## src/rtl/strx_pkg.sv

```systemverilog
// Shared definitions for the science-stream (strx) writer and reader blocks.
// Holds the frame sync header bytes, the reader FSM state encoding, a header
// byte lookup helper and a constant-evaluable ceiling-log2 helper.
package strx_pkg;

   // Sync header EB 90 00 76, also used by the writer-side control
   localparam logic [7:0] HDR0 = 8'hEB;
   localparam logic [7:0] HDR1 = 8'h90;
   localparam logic [7:0] HDR2 = 8'h00;
   localparam logic [7:0] HDR3 = 8'h76;

   typedef enum logic [1:0] {
      ST_HUNT  = 2'd0,
      ST_PAY   = 2'd1,
      ST_FLUSH = 2'd2
   } strx_state_e;

   function automatic logic [7:0] hdr_byte(input logic [1:0] idx);
      case (idx)
         2'd0:    return HDR0;
         2'd1:    return HDR1;
         2'd2:    return HDR2;
         default: return HDR3;
      endcase
   endfunction

   function automatic int strx_clog2(input int value);
      int r;
      r = 0;
      while ((1 << r) < value) r = r + 1;
      return r;
   endfunction

endpackage

```

## src/rtl/strx_frame_parser_if.sv

```systemverilog
// Payload byte stream between the frame parser and its consumer.
//   m_valid : byte valid          (master -> slave)
//   m_ready : consumer accepts    (slave -> master)
//   m_data  : payload byte        (master -> slave)
//   m_sof   : first byte of frame (master -> slave)
//   m_eof   : last byte of frame  (master -> slave)
interface strx_frame_parser_if;
   logic       m_valid;
   logic       m_ready;
   logic [7:0] m_data;
   logic       m_sof;
   logic       m_eof;

   modport master (output m_valid, output m_data, output m_sof, output m_eof,
                   input m_ready);
   modport slave  (input m_valid, input m_data, input m_sof, input m_eof,
                   output m_ready);
endinterface

```

## src/rtl/strx_idle_timer.sv

```systemverilog
// Idle cycle counter for the frame parser.
//   clk, rst : clock, synchronous active-high reset
//   clr_i    : clear counter (priority over enable)
//   en_i     : count this cycle
//   tc_o     : this enabled cycle is the TIMEOUT-th consecutive one
module strx_idle_timer
   import strx_pkg::*;
#(
   parameter int TIMEOUT = 1024
) (
   input  logic clk,
   input  logic rst,
   input  logic clr_i,
   input  logic en_i,
   output logic tc_o
);
   localparam int CW = strx_clog2(TIMEOUT);
   localparam logic [CW-1:0] LAST = CW'(TIMEOUT - 1);

   logic [CW-1:0] cnt_q;

   assign tc_o = en_i && (cnt_q == LAST);

   always_ff @(posedge clk) begin
      if (rst || clr_i || tc_o) cnt_q <= '0;
      else if (en_i)            cnt_q <= cnt_q + 1'b1;
   end
endmodule

```

## src/rtl/strx_frame_parser.sv

```systemverilog
// Reader end of the science-stream FIFO. Hunts for the EB 90 00 76 header and
// forwards each frame's payload with sof/eof marks. A frame closes when the
// next header arrives or the FIFO stays idle for TIMEOUT cycles.
//   clk, rst   : clock, synchronous active-high reset
//   fifo_empty : FIFO empty flag
//   fifo_rd    : FIFO pop strobe (data valid on fifo_dout the next cycle)
//   fifo_dout  : FIFO read data
//   m          : payload byte stream (master side)
//   frame_cnt  : completed frame count, wraps
module strx_frame_parser
   import strx_pkg::*;
#(
   parameter int TIMEOUT = 1024,
   parameter int CNTW    = 16
) (
   input  logic                   clk,
   input  logic                   rst,
   input  logic                   fifo_empty,
   output logic                   fifo_rd,
   input  logic [7:0]             fifo_dout,
   strx_frame_parser_if.master    m,
   output logic [CNTW-1:0]        frame_cnt
);
   strx_state_e     state_q;
   logic [1:0]      hidx_q;
   logic [7:0]      win_q [4];
   logic [2:0]      wcnt_q;
   logic            sof_pend_q;
   logic            rd_pend_q;
   logic            m_valid_q, m_sof_q, m_eof_q;
   logic [7:0]      m_data_q;
   logic [CNTW-1:0] frame_cnt_q;

   logic stall, idle_en, idle_clr, idle_tc;
   logic tail_full, tail_part;

   assign stall = m_valid_q && !m.m_ready;

   // One outstanding read; reads only when the output register will be free
   // by the time the byte arrives.
   assign fifo_rd = !rst && !fifo_empty && !rd_pend_q && !stall && (state_q != ST_FLUSH);

   // Header tail EB 90 00 sitting behind one payload byte, or alone in W
   assign tail_full = (win_q[1] == HDR0) && (win_q[2] == HDR1) && (win_q[3] == HDR2);
   assign tail_part = (win_q[0] == HDR0) && (win_q[1] == HDR1) && (win_q[2] == HDR2);

   assign idle_en  = (state_q == ST_PAY) && fifo_empty && !rd_pend_q && !stall;
   assign idle_clr = (state_q != ST_PAY) || rd_pend_q;

   strx_idle_timer #(.TIMEOUT(TIMEOUT)) u_idle (
      .clk   (clk),
      .rst   (rst),
      .clr_i (idle_clr),
      .en_i  (idle_en),
      .tc_o  (idle_tc)
   );

   always_ff @(posedge clk) begin
      if (rst) begin
         state_q     <= ST_HUNT;
         hidx_q      <= 2'd0;
         wcnt_q      <= 3'd0;
         sof_pend_q  <= 1'b0;
         rd_pend_q   <= 1'b0;
         m_valid_q   <= 1'b0;
         m_data_q    <= 8'h00;
         m_sof_q     <= 1'b0;
         m_eof_q     <= 1'b0;
         frame_cnt_q <= '0;
      end else begin
         rd_pend_q <= fifo_rd;
         // An accepted byte empties the register unless reloaded below
         if (m_valid_q && m.m_ready) m_valid_q <= 1'b0;

         case (state_q)
            ST_HUNT: begin
               if (rd_pend_q) begin
                  if (fifo_dout == hdr_byte(hidx_q)) begin
                     if (hidx_q == 2'd3) begin
                        state_q    <= ST_PAY;
                        sof_pend_q <= 1'b1;
                        wcnt_q     <= 3'd0;
                        hidx_q     <= 2'd0;
                     end else begin
                        hidx_q <= hidx_q + 2'd1;
                     end
                  end else begin
                     // A stray EB may itself start the header
                     hidx_q <= (fifo_dout == HDR0) ? 2'd1 : 2'd0;
                  end
               end
            end

            ST_PAY: begin
               if (rd_pend_q) begin
                  if (wcnt_q == 3'd4 && tail_full && fifo_dout == HDR3) begin
                     m_valid_q   <= 1'b1;
                     m_data_q    <= win_q[0];
                     m_sof_q     <= sof_pend_q;
                     m_eof_q     <= 1'b1;
                     sof_pend_q  <= 1'b1;
                     wcnt_q      <= 3'd0;
                     frame_cnt_q <= frame_cnt_q + 1'b1;
                  end else if (wcnt_q == 3'd3 && tail_part && fifo_dout == HDR3) begin
                     // Empty frame: a header directly followed by another
                     wcnt_q <= 3'd0;
                  end else if (wcnt_q == 3'd4) begin
                     m_valid_q  <= 1'b1;
                     m_data_q   <= win_q[0];
                     m_sof_q    <= sof_pend_q;
                     m_eof_q    <= 1'b0;
                     sof_pend_q <= 1'b0;
                     win_q[0]   <= win_q[1];
                     win_q[1]   <= win_q[2];
                     win_q[2]   <= win_q[3];
                     win_q[3]   <= fifo_dout;
                  end else begin
                     win_q[wcnt_q[1:0]] <= fifo_dout;
                     wcnt_q             <= wcnt_q + 3'd1;
                  end
               end else if (idle_tc) begin
                  state_q <= (wcnt_q != 3'd0) ? ST_FLUSH : ST_HUNT;
               end
            end

            ST_FLUSH: begin
               if (!stall) begin
                  if (wcnt_q != 3'd0) begin
                     m_valid_q  <= 1'b1;
                     m_data_q   <= win_q[0];
                     m_sof_q    <= sof_pend_q;
                     m_eof_q    <= (wcnt_q == 3'd1);
                     sof_pend_q <= 1'b0;
                     win_q[0]   <= win_q[1];
                     win_q[1]   <= win_q[2];
                     win_q[2]   <= win_q[3];
                     wcnt_q     <= wcnt_q - 3'd1;
                  end else if (m_valid_q) begin
                     // eof byte handed over this cycle
                     frame_cnt_q <= frame_cnt_q + 1'b1;
                     state_q     <= ST_HUNT;
                  end
               end
            end

            default: state_q <= ST_HUNT;
         endcase
      end
   end

   assign m.m_valid = m_valid_q;
   assign m.m_data  = m_data_q;
   assign m.m_sof   = m_sof_q;
   assign m.m_eof   = m_eof_q;
   assign frame_cnt = frame_cnt_q;

endmodule

```

## src/flat_wrapper.sv

```systemverilog
// flat-port wrapper written by rule: the top's interface ports become plain ports
module strx_frame_parser_flat import strx_pkg::*;
#(
   parameter int TIMEOUT = 1024,
   parameter int CNTW    = 16
)
  (clk, rst, fifo_empty, fifo_rd, fifo_dout, frame_cnt, m_m_valid, m_m_data, m_m_sof, m_m_eof, m_m_ready);
  strx_frame_parser_if m_i ();
  input  logic clk;
  input  logic rst;
  input  logic fifo_empty;
  output logic fifo_rd;
  input  logic [7:0] fifo_dout;
  output logic [CNTW-1:0] frame_cnt;
  output wire logic [$bits(m_i.m_valid)-1:0] m_m_valid;
  output wire logic [$bits(m_i.m_data)-1:0] m_m_data;
  output wire logic [$bits(m_i.m_sof)-1:0] m_m_sof;
  output wire logic [$bits(m_i.m_eof)-1:0] m_m_eof;
  input wire logic [$bits(m_i.m_ready)-1:0] m_m_ready;
  assign m_m_valid = m_i.m_valid;
  assign m_m_data = m_i.m_data;
  assign m_m_sof = m_i.m_sof;
  assign m_m_eof = m_i.m_eof;
  assign m_i.m_ready = m_m_ready;
  strx_frame_parser #(.TIMEOUT(TIMEOUT), .CNTW(CNTW)) u_core (.clk(clk), .rst(rst), .fifo_empty(fifo_empty), .fifo_rd(fifo_rd), .fifo_dout(fifo_dout), .m(m_i), .frame_cnt(frame_cnt));
endmodule
```

## config.mk

```make
export PLATFORM = sky130hd
export DESIGN_NAME = strx_frame_parser_flat
export DESIGN_NICKNAME = d
export VERILOG_FILES = /design/src/rtl/strx_pkg.sv /design/src/rtl/strx_frame_parser_if.sv /design/src/rtl/strx_idle_timer.sv /design/src/rtl/strx_frame_parser.sv /design/src/flat_wrapper.sv
export SDC_FILE = /design/constraint.sdc
export NUM_CORES = 1
export LEC_CHECK = 0
export BUFFER_PORTS_ARGS = -buffer_cell sky130_fd_sc_hd__buf_2
export CORE_MARGIN = 2
export CORE_UTILIZATION = 25
export DETAILED_ROUTE_END_ITERATION = 7
export PLACE_DENSITY_LB_ADDON = 0.08
export SLEW_MARGIN = 15
export SYNTH_ARGS = -nofsm -noshare
export SYNTH_HDL_FRONTEND = slang
export SYNTH_SLANG_ARGS = --single-unit
```

## constraint.sdc

```tcl
create_clock -name clk -period 8.1 [get_ports clk]
set_clock_uncertainty 0.1 [all_clocks]
set_input_delay 1.62 -clock clk [delete_from_list [all_inputs] [get_ports clk]]
set_output_delay 1.62 -clock clk [all_outputs]
set_load 0.02 [all_outputs]
```

=== After elaboration in Yosys (flattened, before gate mapping) ===
Memories as Yosys holds them, arrays and structs flattened.
Index checks and enable logic that the tools add are counted.

* Muxes and demuxes: 93
* Reductions and logical operators: 40
* Equal/unequal tests: 32
* Bitwise operators: 3
* Add/subtract/negate cells: 5

{| class="wikitable"
|+ Operators by type and width
! kind !! count
|-
| $mux 8 || 13
|-
| $mux 16 || 5
|-
| $mux 1 || 45
|-
| $eq 8x8->1 const B || 5
|-
| $pmux 16 s2 || 1
|-
| $mux 3 || 9
|-
| $mux 2 || 12
|-
| $pmux 8 s3 || 1
|-
| $logic_and 1x1->1 || 18
|-
| $add 16x1->16 const B || 1
|-
| $logic_not 8->1 || 2
|-
| $pmux 8 s2 || 1
|-
| $reduce_and 8->1 || 2
|-
| $ne 2x1->1 const B || 7
|-
| $ne 2x2->1 const B || 6
|-
| $reduce_and 6->1 || 2
|-
| $add 10x1->10 const B || 1
|-
| $eq 10x10->1 const B || 1
|-
| $pmux 3 s3 || 1
|-
| $reduce_and 9->1 || 1
|-
| $eq 8x7->1 const B || 1
|-
| $eq 8x8->1 || 1
|-
| $reduce_or 8->1 || 1
|-
| $eq 2x2->1 const B || 3
|-
| other kinds (19) || 33
|}

* Output and inout bits: 28
* Bits in writable memories: 32
* Input bits: 12
* Bits in registers: 46
* Word-level logic and storage cells: 185
* Memories kept: 1

{| class="wikitable"
|+ Memories
! memory !! depth !! width !! rd ports !! clocked after memory_dff !! wr ports !! line !! text
|-
| u_core.win_q || 4 || 8 || 4 || 0 || 4 || strx_frame_parser.sv:26 || <nowiki>logic [7:0] win_q [4];</nowiki>
|}

=== Longest topological paths before layout ===
Gate-level depths: netlist (run 1).
An unclocked memory read counts as a cell.

* Depth after elaboration: 14
* Gate-level depth with buffers: 11
* Gate-level depth less buffers: 8

=== Cells and area by module ===
A second synthesis (run 1) with hierarchy kept.

* Cell total of the unflattened synthesis: 413
* Area total of the unflattened synthesis: 4125.2 um2

{| class="wikitable"
|+ Modules (own cells, without submodules)
! module !! area an instance (um2) !! cells an instance !! seq. area each (um2) !! instances
|-
| strx_frame_parser || 3622.2 || 357 || 1681.6 || 1
|-
| strx_idle_timer || 503.0 || 56 || 200.2 || 1
|}

=== Worst setup path after synthesis (run 1) ===
No wires, ideal clock.

* Path type: in2out
* Start: input rst
* End: output fifo_rd
* Setup slack: 3.697 ns
* Arrival time: 2.683 ns
* Stages: 4
* Path through: clkbuf_1 > clkbuf_1 > clkbuf_1 > nor3_1

* Cells in the longest elaborated chain, start to end: 5

{| class="wikitable"
|+ RTL lines
! item !! line !! text
|-
| start: declaration || flat_wrapper.sv:10 || <nowiki>input logic rst;</nowiki>
|-
| $logic_not 1->1 || strx_frame_parser.sv:41 || <nowiki>assign fifo_rd = !rst && !fifo_empty && !rd_pend_q && !stall && (state_q != ST_FLUSH);</nowiki>
|-
| $logic_and 1x1->1 (4 in a row) || strx_frame_parser.sv:41 ||
|-
| end: declaration || flat_wrapper.sv:12 || <nowiki>output logic fifo_rd;</nowiki>
|}

No other way between the ends.

=== Final worst setup path (run 1) ===
Ends and elaborated chain as after synthesis.

==> impl_metrics.ini, run 1 <==
[logic_synthesis]
synth_cell_types = 55
syn-cell-area_um2 = 4170
syn_nets = 419
async_reset_ff_share_pct = 0
synth-seq-area-share_pct = 45.2
avgSynthCellArea_um2 = 10.7
synth_edf_count = 32
yosys_warnings = 0
synthCells = 391
yosys_most_used_dff = dfxtp_1
synth_seq_cells = 78

[cells_and_area]
finish.utilization_pct = 29.7
multiInputGateArea_um2 = 2160
nets = 455
final_common_cell = dfxtp_1
n_fill_cell = 1723
area.sequential_um2 = 1880
antennaDiodeCount = 0
syn2layout_area_growth_pct = 17.2
fin_area_um2 = 4890
final_cell_mix = dfxtp_1 (46), nor2_1 (40), buf_2 (39)
drive_above_1_share_pct = 21.1

[grt]
grtUsageTotal_pct = 12.1
grt_antenna_before_repair = 0
grt_max_degree = 46
grt_pass1_vias = 2990
grt_pass1_wl_mm = 16.5
grt_overflow = 0

[run]
maxCapViolations = 0

[clock_tree]
cts_inserted_buffers = 9
cts_tree = done
cts_max_path_buffers = 2
post_cts_resized = 0
clkLatencyLatePin_ns = 0.34
cts_sinks = 78
cts_hold_buf = 0
clkTransAtPathRegs_ns = 0.06
cts_root_buffer = clkbuf_16
cts_max_level = 3
postCtsSetupRepairBufs = 0

[status]
status = finished clean

[setup_path]
crit_type = input pin to primary output
cp-start-kind = input pin
critical_path_required_ns = 6.38
worstPathArrival_ns = 2.67
cp_max_fo = 45
crit_path_end_kind = primary output

[detailed_routing]
drc = 0
routedWlPerCell_um = 15.6
route.vias.total = 3013
drt_pass1_iterations = 4
detail-route-antenna-nets = 0
drt_iter0_markers = 128
viasPerCell = 4.63
wirelength_mm = 10.2

[sta]
finalHoldViolCount = 0
period_needed_ns = 4.39
final-setup-viol-count = 0
setup_tns_ns = 0
worstMarginPinSlew_ns = 0.850
whs_ns = 0.392
slew_viol_final = 0
relSlewSlack_pct = 43.4
rsz0062_at_grt = false
fin_crit_sh_pct = 54.2
max_freq_ghz = 0.228

[place]
place_congestion = 0.766
hpwl_mm = 7.34
port-buffer-count = 39
place_area_um2 = 4570

[die]
die_x_um = 133
dieArea_um2 = 17700
io_pins = 40
rows = 47
start_util_pct = 25.3
core_um2 = 16500
die_y_um = 133

[power_and_ir_drop]
vdd_drop_max_mv = 0.0869
p_per_area_nw_per_um2 = 189
leakagePower_nw = 1.91

[worst_hold_path]
hp-class = register to register
synthesized netlist by cell type, drive strengths merged, types with 5 or more instances:
cell type | instances | area share [%]
clkbuf | 12 | 1.1
o21ai | 13 | 1.6
and3 | 6 | 0.90
mux2i | 15 | 3.6
nor2b | 6 | 0.90
o31ai | 6 | 1.1
xor2 | 9 | 1.9
dfxtp | 46 | 22
or3 | 11 | 1.7
inv | 13 | 1.2
edfxtp | 32 | 23
or4 | 12 | 2.3
nand2 | 20 | 3.0
ha | 16 | 4.8
a21oi | 19 | 2.4
nand2b | 9 | 1.4
nor3 | 7 | 0.84
nand3 | 15 | 1.8
mux2 | 27 | 9.5
nor2 | 40 | 3.6
xnor2 | 5 | 1.1
critical path, cell delays in order:
cell,delay (ns)
buf_2,0.64
nor3_1,0.18
buf_2,0.21
power breakdown:
group | total, mW | switching [mW] | internal, mW
logic | 0.0737 | 0.0475 | 0.0262
registers | 0.419 | 0.00546 | 0.414
clock network | 0.429 | 0.155 | 0.274
total | 0.922 | 0.208 | 0.714
layer usage:
| metal | part of all wire [%] | vias up | global-route usage, % |
|---|---|---|---|
| met2 | 43 | 53 | 17.9 |
| met1 | 51 | 1437 | 17.0 |
| li1 | - | 1511 | - |
| met5 | 0 | - | 0 |
| met4 | 2.1 | 0 | 5.67 |
| met3 | 3.4 | 12 | 2.17 |
cell families after synthesis:
family | Yosys count | share of synthesized area (%)
mux | 42 | 13.1
fa+ha+maj | 16 | 4.80
xor+xnor | 14 | 2.94
simple gates | 157 | 22.7
compound gates | 55 | 8.29
buf+inv | 29 | 3.09
flops | 78 | 45.2
worst paths after layout:
check	startpoint	to	slack, ns	cells past startpoint
setup / recovery	rst	fifo_rd	3.71	3
hold / removal	u_core.m.m_sof	u_core.m.m_sof	0.39	2
setup reg to reg	u_core.win_q[1][0]	u_core.win_q[2][0]	4.74	6
hold reg to reg	u_core.m.m_sof	u_core.m.m_sof	0.39	2
layout make-up:
cell class                      count  area share [%]
Clock buffer                       10            4.89
Inverter                           13           0.999
Timing Repair Buffer               41            4.30
Sequential cell                    78            38.5
Tap cell                          220            5.63
Clock inverter                      5            1.51
Multi-Input combinational cell    284            44.1
sequential cells by signal, summed over array words and instances (netlist names):
| register | count |
|---|---|
| u_core.frame_cnt | 16 |
| u_core.hidx_q | 2 |
| u_core.m.m_data | 8 |
| u_core.m.m_eof | 1 |
| u_core.m.m_sof | 1 |
| u_core.m.m_valid | 1 |
| u_core.rd_pend_q | 1 |
| u_core.sof_pend_q | 1 |
| u_core.state_q | 2 |
| u_core.u_idle.cnt_q | 10 |
| u_core.wcnt_q | 3 |
| u_core.win_q | 32 |
through the flow:
step	worst slack, ns	power, mW	std cells
after floorplan	3.70	0.477	391
after global placement	3.55	0.502	636
after detailed placement	3.50	0.503	636
after CTS	3.67	0.944	651
after global routing	3.56	0.962	651
final	3.71	0.922	651
Note: power is estimated with default switching activity, not from simulation.
==> inputs of run 2 (changes only) <==
==> constraint.sdc (replaced) <==
create_clock -name clk -period 4.38 [get_ports clk]
set_clock_uncertainty 0.1 [all_clocks]
set_input_delay 0.876 -clock clk [delete_from_list [all_inputs] [get_ports clk]]
set_output_delay 0.876 -clock clk [all_outputs]
set_load 0.02 [all_outputs]
==> run 2 against run 1 <==
Net effect: cell area down 0.72%; die area unchanged; wire length up 4.7%; largest cell class unchanged; register-to-register slack worse by 3.8 ns; worst setup slack worse by 2.8 ns; highest routed layer unchanged; sequential share of layout area up 0.28 points.
==> impl_metrics.ini, run 2 (same netlist as run 1, synthesis figures left out) <==
[die]
die_y_um = 133
die_x_um = 133
start_util_pct = 25.3
rows = 47
io_pins = 40
core_um2 = 16500
dieArea_um2 = 17700

[grt]
grt_overflow = 0
grt_antenna_before_repair = 0
grtUsageTotal_pct = 12.5
grt_pass1_wl_mm = 17.2
grt_max_degree = 46
grt_pass1_vias = 3009

[cells_and_area]
final_cell_mix = dfxtp_1 (46), nor2_1 (40), buf_2 (39)
nets = 455
syn2layout_area_growth_pct = 16.4
fin_area_um2 = 4850
final_common_cell = dfxtp_1
largest_reg_flops = 32
n_fill_cell = 1748
drive_above_1_share_pct = 20.1
largest-register = u_core.win_q
finish.utilization_pct = 29.5
antennaDiodeCount = 0

[setup_path]
crit_path_end_kind = register
crit_type = input pin to register
slowest_stage = or4_4
cp_max_fo = 9
cp_cell_sequence = buf_2, or4_1, or4_4, or4_4, and3b_1, nand2_8, mux2_4
worstPathArrival_ns = 3.44
critPathTopFamily = simple AND/OR/NAND/NOR gates
cp_num_buf_inv = 1
cp-start-kind = input pin
critical_path_required_ns = 4.37
max_stage_delay_ns = 0.55
cpMostUsedCell = or4_4

[detailed_routing]
route.vias.total = 3066
drc = 0
drt_iter0_markers = 193
detail-route-antenna-nets = 0
drt_pass1_iterations = 4
routedWlPerCell_um = 16.3
wirelength_mm = 10.6
viasPerCell = 4.70

[clock_tree]
cts_sinks = 78
cts_max_level = 3
cts_hold_buf = 0
clkLatencyLatePin_ns = 0.34
cts_tree = done
cts_inserted_buffers = 9
post_cts_resized = 0
postCtsSetupRepairBufs = 0
cts_root_buffer = clkbuf_16
cts_max_path_buffers = 2
clkTransAtPathRegs_ns = 0.06

[power_and_ir_drop]
leakagePower_nw = 1.88
vdd_drop_max_mv = 0.171
p_per_area_nw_per_um2 = 338

[sta]
worstMarginPinSlew_ns = 0.888
fin_crit_sh_pct = 78.6
period_needed_ns = 3.44
max_freq_ghz = 0.291
setup_tns_ns = 0
final-setup-viol-count = 0
finalHoldViolCount = 0
fin_ws_ns = 0.938
relSlewSlack_pct = 40.8
slew_viol_final = 0
rsz0062_at_grt = false

[status]
status = finished clean

[place]
place_ws_ns = 0.567
hpwl_mm = 7.41
place_area_um2 = 4570
port-buffer-count = 39
place_congestion = 0.797

[worst_hold_path]
hp-class = register to register

[run]
maxCapViolations = 0
## run 2: cell count changes in the layout (fill, tap and decap cells not counted)
cell	previous run	this run
clkinv_2	2	0
clkbuf_8	1	0
bufinv_16	2	1
clkbuf_1	0	5
## run 2: metal layers
metal	GRT usage (%)	part of all wire (%)	vias to the layer above
met5	0	0	-
met4	4.61	1.5	0
met3	3.04	3.5	10
met2	18.6	45	51
met1	17.7	50	1489
li1	-	-	1516
## run 2: tightest hold or removal path, cell delays in order (launching register included)
cell      delay (ns)
dfxtp_1         0.32
nand2b_1        0.06
o21ai_0         0.07
## run 2: worst paths after layout
check	from	endpoint	slack, ns	depth (start not counted)
max	fifo_dout[0]	u_core.win_q[1][3]	0.94	7
min	u_core.frame_cnt[15]	u_core.frame_cnt[15]	0.39	2
max reg2reg	u_core.win_q[1][0]	u_core.win_q[1][3]	0.99	6
min reg2reg	u_core.frame_cnt[15]	u_core.frame_cnt[15]	0.39	2
## run 2: cell type report
| cell class | instances | area, um2 | area share, % |
|---|---|---|---|
| flip-flops and latches | 78 | 1880 | 38.8 |
| well taps | 220 | 275 | 5.67 |
| repair buffers | 41 | 210 | 4.33 |
| clock inverters | 2 | 33.8 | 0.696 |
| multi-input cells | 284 | 2160 | 44.5 |
| clock buffers | 14 | 244 | 5.03 |
| inverters | 13 | 48.8 | 1.01 |
## run 2: stage by stage
stage	hold slack [ns]	std cells	total power [mW]
5_1_grt	0.422	652	1.72
6_report	0.394	652	1.64
3_5_place_dp	0.381	636	0.930
4_1_cts	0.391	652	1.67
3_3_place_gp	0.375	636	0.930
2_1_floorplan	0.349	391	0.883
## run 2: power breakdown
group | leakage (nW) | total, mW | internal, mW | switching (mW)
clock | 0.133 | 0.728 | 0.441 | 0.287
sequential | 0.659 | 0.776 | 0.765 | 0.0112
combinational | 1.09 | 0.136 | 0.0485 | 0.0880
total | 1.88 | 1.64 | 1.25 | 0.387
